--- src/rtl/ret_addr_stack.sv ---
// Return address stack: speculative stack updated at fetch; optional committed stack restores it on flush.
// Define RAS_COMMIT_RECOVER_EN to build the committed stack; without it a flush simply empties the speculative stack.
`ifndef AddrWidth
`define AddrWidth 32
`endif

module ret_addr_stack #(
    parameter int ADDR  = `AddrWidth,
    parameter int DEPTH = 8,
    localparam int PTR  = $clog2(DEPTH)
) (
    input  logic            clk,
    input  logic            reset_,
    input  logic            push_,
    input  logic            pop_,
    input  logic [ADDR-1:0] push_addr,
    input  logic            com_push_,
    input  logic            com_pop_,
    input  logic [ADDR-1:0] com_addr,
    input  logic            flush_,
    output logic            ret_v,
    output logic [ADDR-1:0] ret_pc,
    output logic            ras_full
);

    localparam logic [PTR:0] CNT_FULL = (PTR+1)'(DEPTH);

    logic [ADDR-1:0] r_sp_arr [DEPTH];
    logic [PTR-1:0]  r_sp_tp;
    logic [PTR:0]    r_sp_cnt;

    logic            w_sp_we;
    logic [PTR-1:0]  w_sp_idx;
    logic [PTR-1:0]  w_sp_tp_nxt;
    logic [PTR:0]    w_sp_cnt_nxt;

    // A push+pop on an empty stack degenerates to a plain push.
    always_comb begin
        w_sp_we      = 1'b0;
        w_sp_idx     = r_sp_tp + PTR'(1);
        w_sp_tp_nxt  = r_sp_tp;
        w_sp_cnt_nxt = r_sp_cnt;
        if (!push_ && (pop_ || r_sp_cnt == '0)) begin
            w_sp_we      = 1'b1;
            w_sp_tp_nxt  = r_sp_tp + PTR'(1);
            w_sp_cnt_nxt = (r_sp_cnt == CNT_FULL) ? r_sp_cnt : r_sp_cnt + (PTR+1)'(1);
        end else if (!push_ && !pop_) begin
            w_sp_we  = 1'b1;
            w_sp_idx = r_sp_tp;
        end else if (!pop_ && r_sp_cnt != '0) begin
            w_sp_tp_nxt  = r_sp_tp - PTR'(1);
            w_sp_cnt_nxt = r_sp_cnt - (PTR+1)'(1);
        end
    end

`ifdef RAS_COMMIT_RECOVER_EN
    logic [ADDR-1:0] r_cm_arr [DEPTH];
    logic [PTR-1:0]  r_cm_tp;
    logic [PTR:0]    r_cm_cnt;

    logic            w_cm_we;
    logic [PTR-1:0]  w_cm_idx;
    logic [PTR-1:0]  w_cm_tp_nxt;
    logic [PTR:0]    w_cm_cnt_nxt;

    always_comb begin
        w_cm_we      = 1'b0;
        w_cm_idx     = r_cm_tp + PTR'(1);
        w_cm_tp_nxt  = r_cm_tp;
        w_cm_cnt_nxt = r_cm_cnt;
        if (!com_push_ && (com_pop_ || r_cm_cnt == '0)) begin
            w_cm_we      = 1'b1;
            w_cm_tp_nxt  = r_cm_tp + PTR'(1);
            w_cm_cnt_nxt = (r_cm_cnt == CNT_FULL) ? r_cm_cnt : r_cm_cnt + (PTR+1)'(1);
        end else if (!com_push_ && !com_pop_) begin
            w_cm_we  = 1'b1;
            w_cm_idx = r_cm_tp;
        end else if (!com_pop_ && r_cm_cnt != '0) begin
            w_cm_tp_nxt  = r_cm_tp - PTR'(1);
            w_cm_cnt_nxt = r_cm_cnt - (PTR+1)'(1);
        end
    end

    always_ff @(posedge clk or negedge reset_) begin
        if (!reset_) begin
            r_cm_tp  <= '0;
            r_cm_cnt <= '0;
            for (int i = 0; i < DEPTH; i++) r_cm_arr[i] <= '0;
        end else begin
            r_cm_tp  <= w_cm_tp_nxt;
            r_cm_cnt <= w_cm_cnt_nxt;
            if (w_cm_we) r_cm_arr[w_cm_idx] <= com_addr;
        end
    end
`else
    logic w_unused;
    assign w_unused = &{1'b0, com_push_, com_pop_, com_addr};
`endif

    always_ff @(posedge clk or negedge reset_) begin
        if (!reset_) begin
            r_sp_tp  <= '0;
            r_sp_cnt <= '0;
            for (int i = 0; i < DEPTH; i++) r_sp_arr[i] <= '0;
        end else if (!flush_) begin
`ifdef RAS_COMMIT_RECOVER_EN
            // Restore from the commit stack including this cycle's commit update.
            r_sp_tp  <= w_cm_tp_nxt;
            r_sp_cnt <= w_cm_cnt_nxt;
            for (int i = 0; i < DEPTH; i++)
                r_sp_arr[i] <= (w_cm_we && w_cm_idx == PTR'(i)) ? com_addr : r_cm_arr[i];
`else
            r_sp_tp  <= '0;
            r_sp_cnt <= '0;
`endif
        end else begin
            r_sp_tp  <= w_sp_tp_nxt;
            r_sp_cnt <= w_sp_cnt_nxt;
            if (w_sp_we) r_sp_arr[w_sp_idx] <= push_addr;
        end
    end

    assign ret_v    = (r_sp_cnt != '0);
    assign ret_pc   = r_sp_arr[r_sp_tp];
    assign ras_full = (r_sp_cnt == CNT_FULL);

endmodule

--- config.mk ---
export PLATFORM = sky130hd
export DESIGN_NAME = ret_addr_stack
export DESIGN_NICKNAME = d
export VERILOG_FILES = /design/src/rtl/ret_addr_stack.sv
export SDC_FILE = /design/constraint.sdc
export NUM_CORES = 1
export LEC_CHECK = 0
export ABC_AREA = 1
export CAP_MARGIN = 10
export CORE_MARGIN = 2
export CORE_UTILIZATION = 28
export CTS_BUF_LIST = sky130_fd_sc_hd__clkbuf_4 sky130_fd_sc_hd__clkbuf_8 sky130_fd_sc_hd__clkbuf_16
export DETAILED_ROUTE_END_ITERATION = 10
export PLACE_DENSITY = 0.4
export SYNTH_ARGS = -nofsm -noshare
export SYNTH_HDL_FRONTEND = slang
export SYNTH_SLANG_ARGS = --single-unit
export TNS_END_PERCENT = 20
--- constraint.sdc ---
create_clock -name clk -period 5.3 [get_ports clk]
set_input_delay 1.59 -clock clk [delete_from_list [all_inputs] [get_ports clk]]
set_output_delay 1.59 -clock clk [all_outputs]
set_load 0.005 [all_outputs]
==> results.toml, run 1 <==
[run_status]
status = "complete, no violations"

[sta]
hold_viol_final = 0
relSlewSlack_pct = 36.7
tns_ns = 0
maxSlewViolCount = 0
fin_crit_sh_pct = 87.6
setup_viol = 0
fin_crit_ns = 4.64
worst_pin_slew_ns = 0.948
finalClockSkew_ns = 0.0195
rsz0062_at_grt = "no"
fmaxAchievable_mhz = 215

[pwr]
clkPwrFrac_pct = 23.8
sw_frac_of_total_pct = 40.3
power_frac_seq_pct = 35.9
power.density_nw_per_um2 = 627
power_frac_comb_pct = 40.3
switchingPower_mw = 3.86
vdd_ir_drop_max_uv = 368
p_leak_nw = 7.60
p_int_mw = 5.73

[placed_design]
placed_cells = 2269
place_congestion = 0.751
placed_cell_area_um2 = 14200
hpwl_um = 25000
portBuffers = 70

[cells_and_area]
finalNonFillerCells = 2322
drive_gt1_share_pct = 7.41
final_area_um2 = 15300
syn_to_final_growth_pct = 16.5
final_nets = 1774
n_antenna_cell = 0

[grt]
grt.total_usage_pct = 20.2
overflow = 0
antenna_found_initial = 0
grt_start_max_net_pins = 133
grt_pass1_wl_um = 74100
grt_pass1_vias = 11846

[die]
initial_utilization_pct = 28.3
row_count = 79
core_um2 = 46500
fp.dieH_um = 221
die_w_um = 221
die_area_um2 = 48700
io_pins = 105

[clocking]
cts_max_path_buffers = 3
cts_buffers = 34
cts_root_buffer = "clkbuf_16"
cts_sinks = 263
clk_latency_ns = 0.53
path_clk_slew_ns = 0.05
cts.repair.resized = 0
postCtsSetupRepairBufs = 0
htreeDepth = 2
cts_tree = "built"
hold_buffers = 0

[yosys]
synth_warnings = 0
synthTopCellsByArea = "dfrtp_1 50%, nand2_1 20%, nand4_1 6.1%"
syn_nets = 1793
synthesis.instances = 1717
ys_types = 25
ys_seq_area_share_pct = 50.1
avgSynthCellArea_um2 = 7.65
synth-seq-cells = 263
yosysTopAreaCell = "dfrtp_1"
syn_area_um2 = 13100
synth_top_area_share_pct = 50.1

[route]
ant_nets = 0
drcViolationCount = 0
drt-total-wl_um = 47700
routedWlPerCell_um = 20.6
vias = 11714
drt_pre_antenna_iters = 5
avgViaCountPerCell = 5.04
drt_iter0_markers = 945

[critical_path]
path_common_cell = "nand2_1"
critPathCaptureType = "output pin"
path_cells = "inv_2 > buf_12 > o21ai_0 > o22ai_1 > nand2_1 > nand2_1 > clkdlybuf4s50_1"
critical_path_class = "flop to output pin"
crit_family = "buffers and inverters"
slowest_stage = "dfrtp_2"
timing.critical_path.arrival_ns = 3.05
start_kind = "flop"
worstPathRequired_ns = 3.71
cpPeakStageDelay_ns = 0.63
path_max_fanout = 33
crit_buf_inv = 3

[worst_hold_path]
hold_path.class = "flop to flop"

[run]
cap_violations = 0
[cells in the final DEF, fill, tap and decap left out, drive strengths merged, types with 2 or more instances in the layout]
cell type and n:
nand2 716, dfrtp 263, nor2 139, o21ai 130, nand4 128, nand3 79
clkdlybuf4s50 69, o22ai 65, clkbuf 51, buf 42, inv 20, ha 4
xor2 2, a21oi 2
[metal layers]
layer  up-vias  wire, µm  share of wire, %  GRT usage, %
met1      5809     23100                48          28.7
li1       5586         -                 -             -
met4         0       883               1.9          5.38
met3        56      2020               4.2          2.50
met2       263     21700                45          32.4
met5         -         0                 0             0
[cells in the mapped netlist]
| cell type | instances |
|---|---|
| inv_2 | 6 |
| nand3_2 | 1 |
| fa_1 | 1 |
| nor2_2 | 4 |
| buf_1 | 5 |
| o21ai_0 | 130 |
| buf_4 | 29 |
| nand3b_4 | 1 |
| clkbuf_1 | 48 |
| xnor2_1 | 1 |
| nand4_1 | 128 |
| o22ai_1 | 65 |
| ha_1 | 4 |
| nor2_4 | 1 |
| xor2_1 | 2 |
| buf_2 | 84 |
| nand2_1 | 706 |
| nor2_1 | 134 |
| nand3_1 | 78 |
| nand2_4 | 1 |
| nand2_2 | 9 |
| a21oi_1 | 2 |
| dfrtp_1 | 263 |
| o211ai_1 | 1 |
| inv_1 | 13 |
[power groups by stage]
stage                     logic [mW]  clock network (mW)  registers (mW)
final                           3.87                2.29            3.44
after global routing            4.39                2.44            3.56
after CTS                       3.93                2.35            3.44
after detailed placement        3.92                   0            3.46
after global placement          3.90                   0            3.45
after floorplan                 2.46                   0            3.31
[state kept, by name (all words and copies together) (netlist names)]
name	flops
r_sp_arr	256
r_sp_cnt	4
r_sp_tp	3
[logic make-up after synthesis]
family	synth area share, %
compound gates	8.18
xor+xnor	0.200
fa+ha+maj	0.533
buf+inv	6.91
flops	50.1
simple gates	34.1
[stage by stage]
step           power, mW  setup WS (ns)  hold WS, ns  utilization, %
2_1_floorplan       5.77           2.27        0.437               -
3_3_place_gp        7.35          0.777        0.449            30.6
3_5_place_dp        7.38          0.752        0.453            30.6
4_1_cts             9.72          0.628        0.466            33.0
5_1_grt             10.4          0.544        0.476            33.0
6_report            9.60          0.658        0.461            33.0
[path summary, 6_finish.rpt]
path	startpoint	end	slack, ns	cells after the start
max	r_sp_tp[1]	ret_pc[31]	0.66	7
min	r_sp_arr[202]	r_sp_arr[202]	0.46	2
max reg2reg	r_sp_tp[1]	r_sp_arr[183]	1.47	12
min reg2reg	r_sp_arr[202]	r_sp_arr[202]	0.46	2
max in group asynchronous	reset_	r_sp_arr[7]	3.15	2
min in group asynchronous	reset_	r_sp_arr[83]	1.12	1
[worst reg2reg max path: stages, from the launching register on]
cell and delay [ns]:
dfrtp_2 0.74, inv_2 0.39, buf_12 0.31, ha_1 0.31, inv_1 0.06, nand2_1 0.08, nand2_2 0.36, nor2_4 0.23
buf_4 0.68, nand3_2 0.14, buf_4 0.28, nand2_1 0.10, nand2_1 0.05
[cell type report]
class / instances / area, µm²
Timing Repair Buffer: 111 / 1130
Multi-Input combinational cell: 1269 / 5680
Tap cell: 607 / 759
Clock buffer: 51 / 1040
Clock inverter: 2 / 38.8
Sequential cell: 263 / 6590
Inverter: 19 / 73.8
Fill cell: 4989 / 31100
Note: power is estimated with default switching activity, not from simulation.
==> inputs of run 2 (changes only) <==
Settings changed: GPL_TIMING_DRIVEN set to 0, SKIP_LAST_GASP set to 1.
==> results.toml, run 2 (synthesized netlist as in run 1, its figures left out) <==
[run_status]
status = "complete, no violations"

[cells_and_area]
seq_area_um2 = 6580
multi_input_area_um2 = 5650
most-common-layout-cells = "706 x nand2_1, 263 x dfrtp_1, 134 x nor2_1, 130 x o21ai_0, 128 x nand4_1"
syn_to_final_growth_pct = 17.8
fillers = 5040
final_nets = 1870
final_common_cell = "nand2_1"
utilization_pct = 33.3
drive_gt1_share_pct = 10.9
finalNonFillerCells = 2422
largest_reg_flops = 256
n_antenna_cell = 0
regMostFlops = "r_sp_arr"
reg_top3 = "r_sp_arr (256), r_sp_cnt (4), r_sp_tp (3)"

[pwr]
p_leak_nw = 7.81
vdd_ir_drop_max_uv = 262
power.density_nw_per_um2 = 643
finalPower_mw = 9.95

[die]
io_pins = 105
core_um2 = 46500
die_area_um2 = 48700
row_count = 79
initial_utilization_pct = 28.3
die_w_um = 221
fp.dieH_um = 221

[critical_path]
start_kind = "flop"
path_cells = "inv_1 > clkbuf_1 > clkbuf_1 > nor2_1 > o22ai_1 > nand2_1 > nand2_1 > clkdlybuf4s50_1"
critPathCaptureType = "output pin"
slowest_stage = "clkbuf_1"
crit_family = "buffers and inverters"
regToRegSetupSlack_ns = 1.45
timing.critical_path.arrival_ns = 3.61
r2r_start = "r_sp_tp[0]"
worstPathRequired_ns = 3.71
worstRegToRegCells = 12
worstReg2RegEnd = "r_sp_arr[78]"
critical_path_class = "flop to output pin"
path_max_fanout = 10
crit_buf_inv = 4
cpPeakStageDelay_ns = 0.69

[placed_design]
portBuffers = 38
hpwl_um = 35600
placed_cells = 2364
place_congestion = 0.799
place_ws_ns = 0.690

[clocking]
path_clk_slew_ns = 0.06
htreeDepth = 2
cts_root_buffer = "clkbuf_16"
cts_buffers = 35
clk_latency_ns = 0.54
hold_buffers = 0
cts_tree = "built"
cts_sinks = 263
cts_max_path_buffers = 3

[sta]
maxSlewViolCount = 0
worst_pin_slew_ns = 0.908
rsz0062_at_grt = "yes"
hold_viol_final = 0
finalClockSkew_ns = 0.0101
worst_slack_ns = 0.0964
fin_crit_sh_pct = 98.2
fin_crit_ns = 5.20
fmaxAchievable_mhz = 192
relSlewSlack_pct = 39.5
setup_viol = 0

[route]
drcViolationCount = 0
drt_pre_antenna_iters = 7
routedWlPerCell_um = 22.0
vias = 12200
drt_iter0_markers = 1037
ant_nets = 0
drt-total-wl_um = 53200
avgViaCountPerCell = 5.04

[worst_hold_path]
hp-start = "r_sp_arr[80]"
hold_depth = 2
holdPathEnd = "r_sp_arr[80]"
hold_path.class = "flop to flop"

[grt]
grt.total_usage_pct = 22.6
grt_start_max_net_pins = 104
grt_pass1_wl_um = 81100
grt_pass1_vias = 12366
antenna_found_initial = 0
overflow = 0

[run]
cap_violations = 0
[run 2: cell types whose count changed in the layout (fill, tap and decap cells not counted), sizes merged]
cell / delta
clkbuf: +53
buf: +79
clkdlybuf4s50: -32
clkinv: +2
bufinv: -1
inv: -1
[run 2: where the power goes]
part           internal, mW  total (mW)  switching [mW]  leakage [nW]
logic                  1.45        4.13            2.68          3.90
registers              2.94        3.45           0.505          3.34
clock network          1.45        2.38           0.930         0.575
[run 2: worst max-delay path by stage]
stage	startpoint	to	slack [ns]	cells after the start
3_3_place_gp	reset_	r_sp_arr[67]	-10.27	1
4_1_cts	r_sp_tp[0]	ret_pc[21]	0.1	8
5_1_grt	r_sp_tp[0]	ret_pc[21]	-0.02	8
3_5_place_dp	r_sp_tp[0]	ret_pc[21]	0.69	8
2_1_floorplan	r_sp_tp[0]	ret_pc[0]	2.27	7
6_report	r_sp_tp[0]	ret_pc[21]	0.1	8
[run 2: cell type report]
class                      instances  share of cell area (%)
buffer                           166                    5.42
clock buffer                      56                    7.27
clock inverter                     2                  0.0889
inverter                          19                   0.461
multi-input combinational       1269                    36.5
sequential                       263                    42.5
tap                              607                    4.91
timing repair buffer              40                    2.85
[run 2: worst reg2reg max path, stage by stage, from the launching register on]
cell and delay [ns]:
dfrtp_1 0.50, inv_1 0.24, clkbuf_1 0.50, clkbuf_1 0.60, ha_1 0.35, inv_1 0.15, nand2_1 0.09, nand2_2 0.17
nand3_2 0.13, nor2_2 0.49, buf_2 0.40, nand2_1 0.09, nand2_1 0.08
[run 2: per-stage QoR]
| step | instance area (µm²) | setup TNS, ns | hold slack [ns] |
|---|---|---|---|
| floorplan | 13100 | 0 | 0.437 |
| global route | 15500 | -0.0196 | 0.479 |
| global placement | 14300 | -2690.09 | 0.449 |
| detailed placement | 14300 | 0 | 0.453 |
| finish | 15500 | 0 | 0.462 |
| CTS | 15500 | 0 | 0.467 |
[run 2: per-layer routing]
layer	vias up	global-route usage (%)	part of all wire [%]
li1	5783	-	-
met1	6000	32.3	48
met2	330	35.2	45
met3	87	2.97	4.6
met4	0	7.18	2.6
met5	-	0	0
[run 2: what timing repair did]
action | 4_1_cts | 5_1_grt
endpoints found under the setup margin | 0 | 4
resized for setup | 0 | 3
buffers inserted | 0 | 0
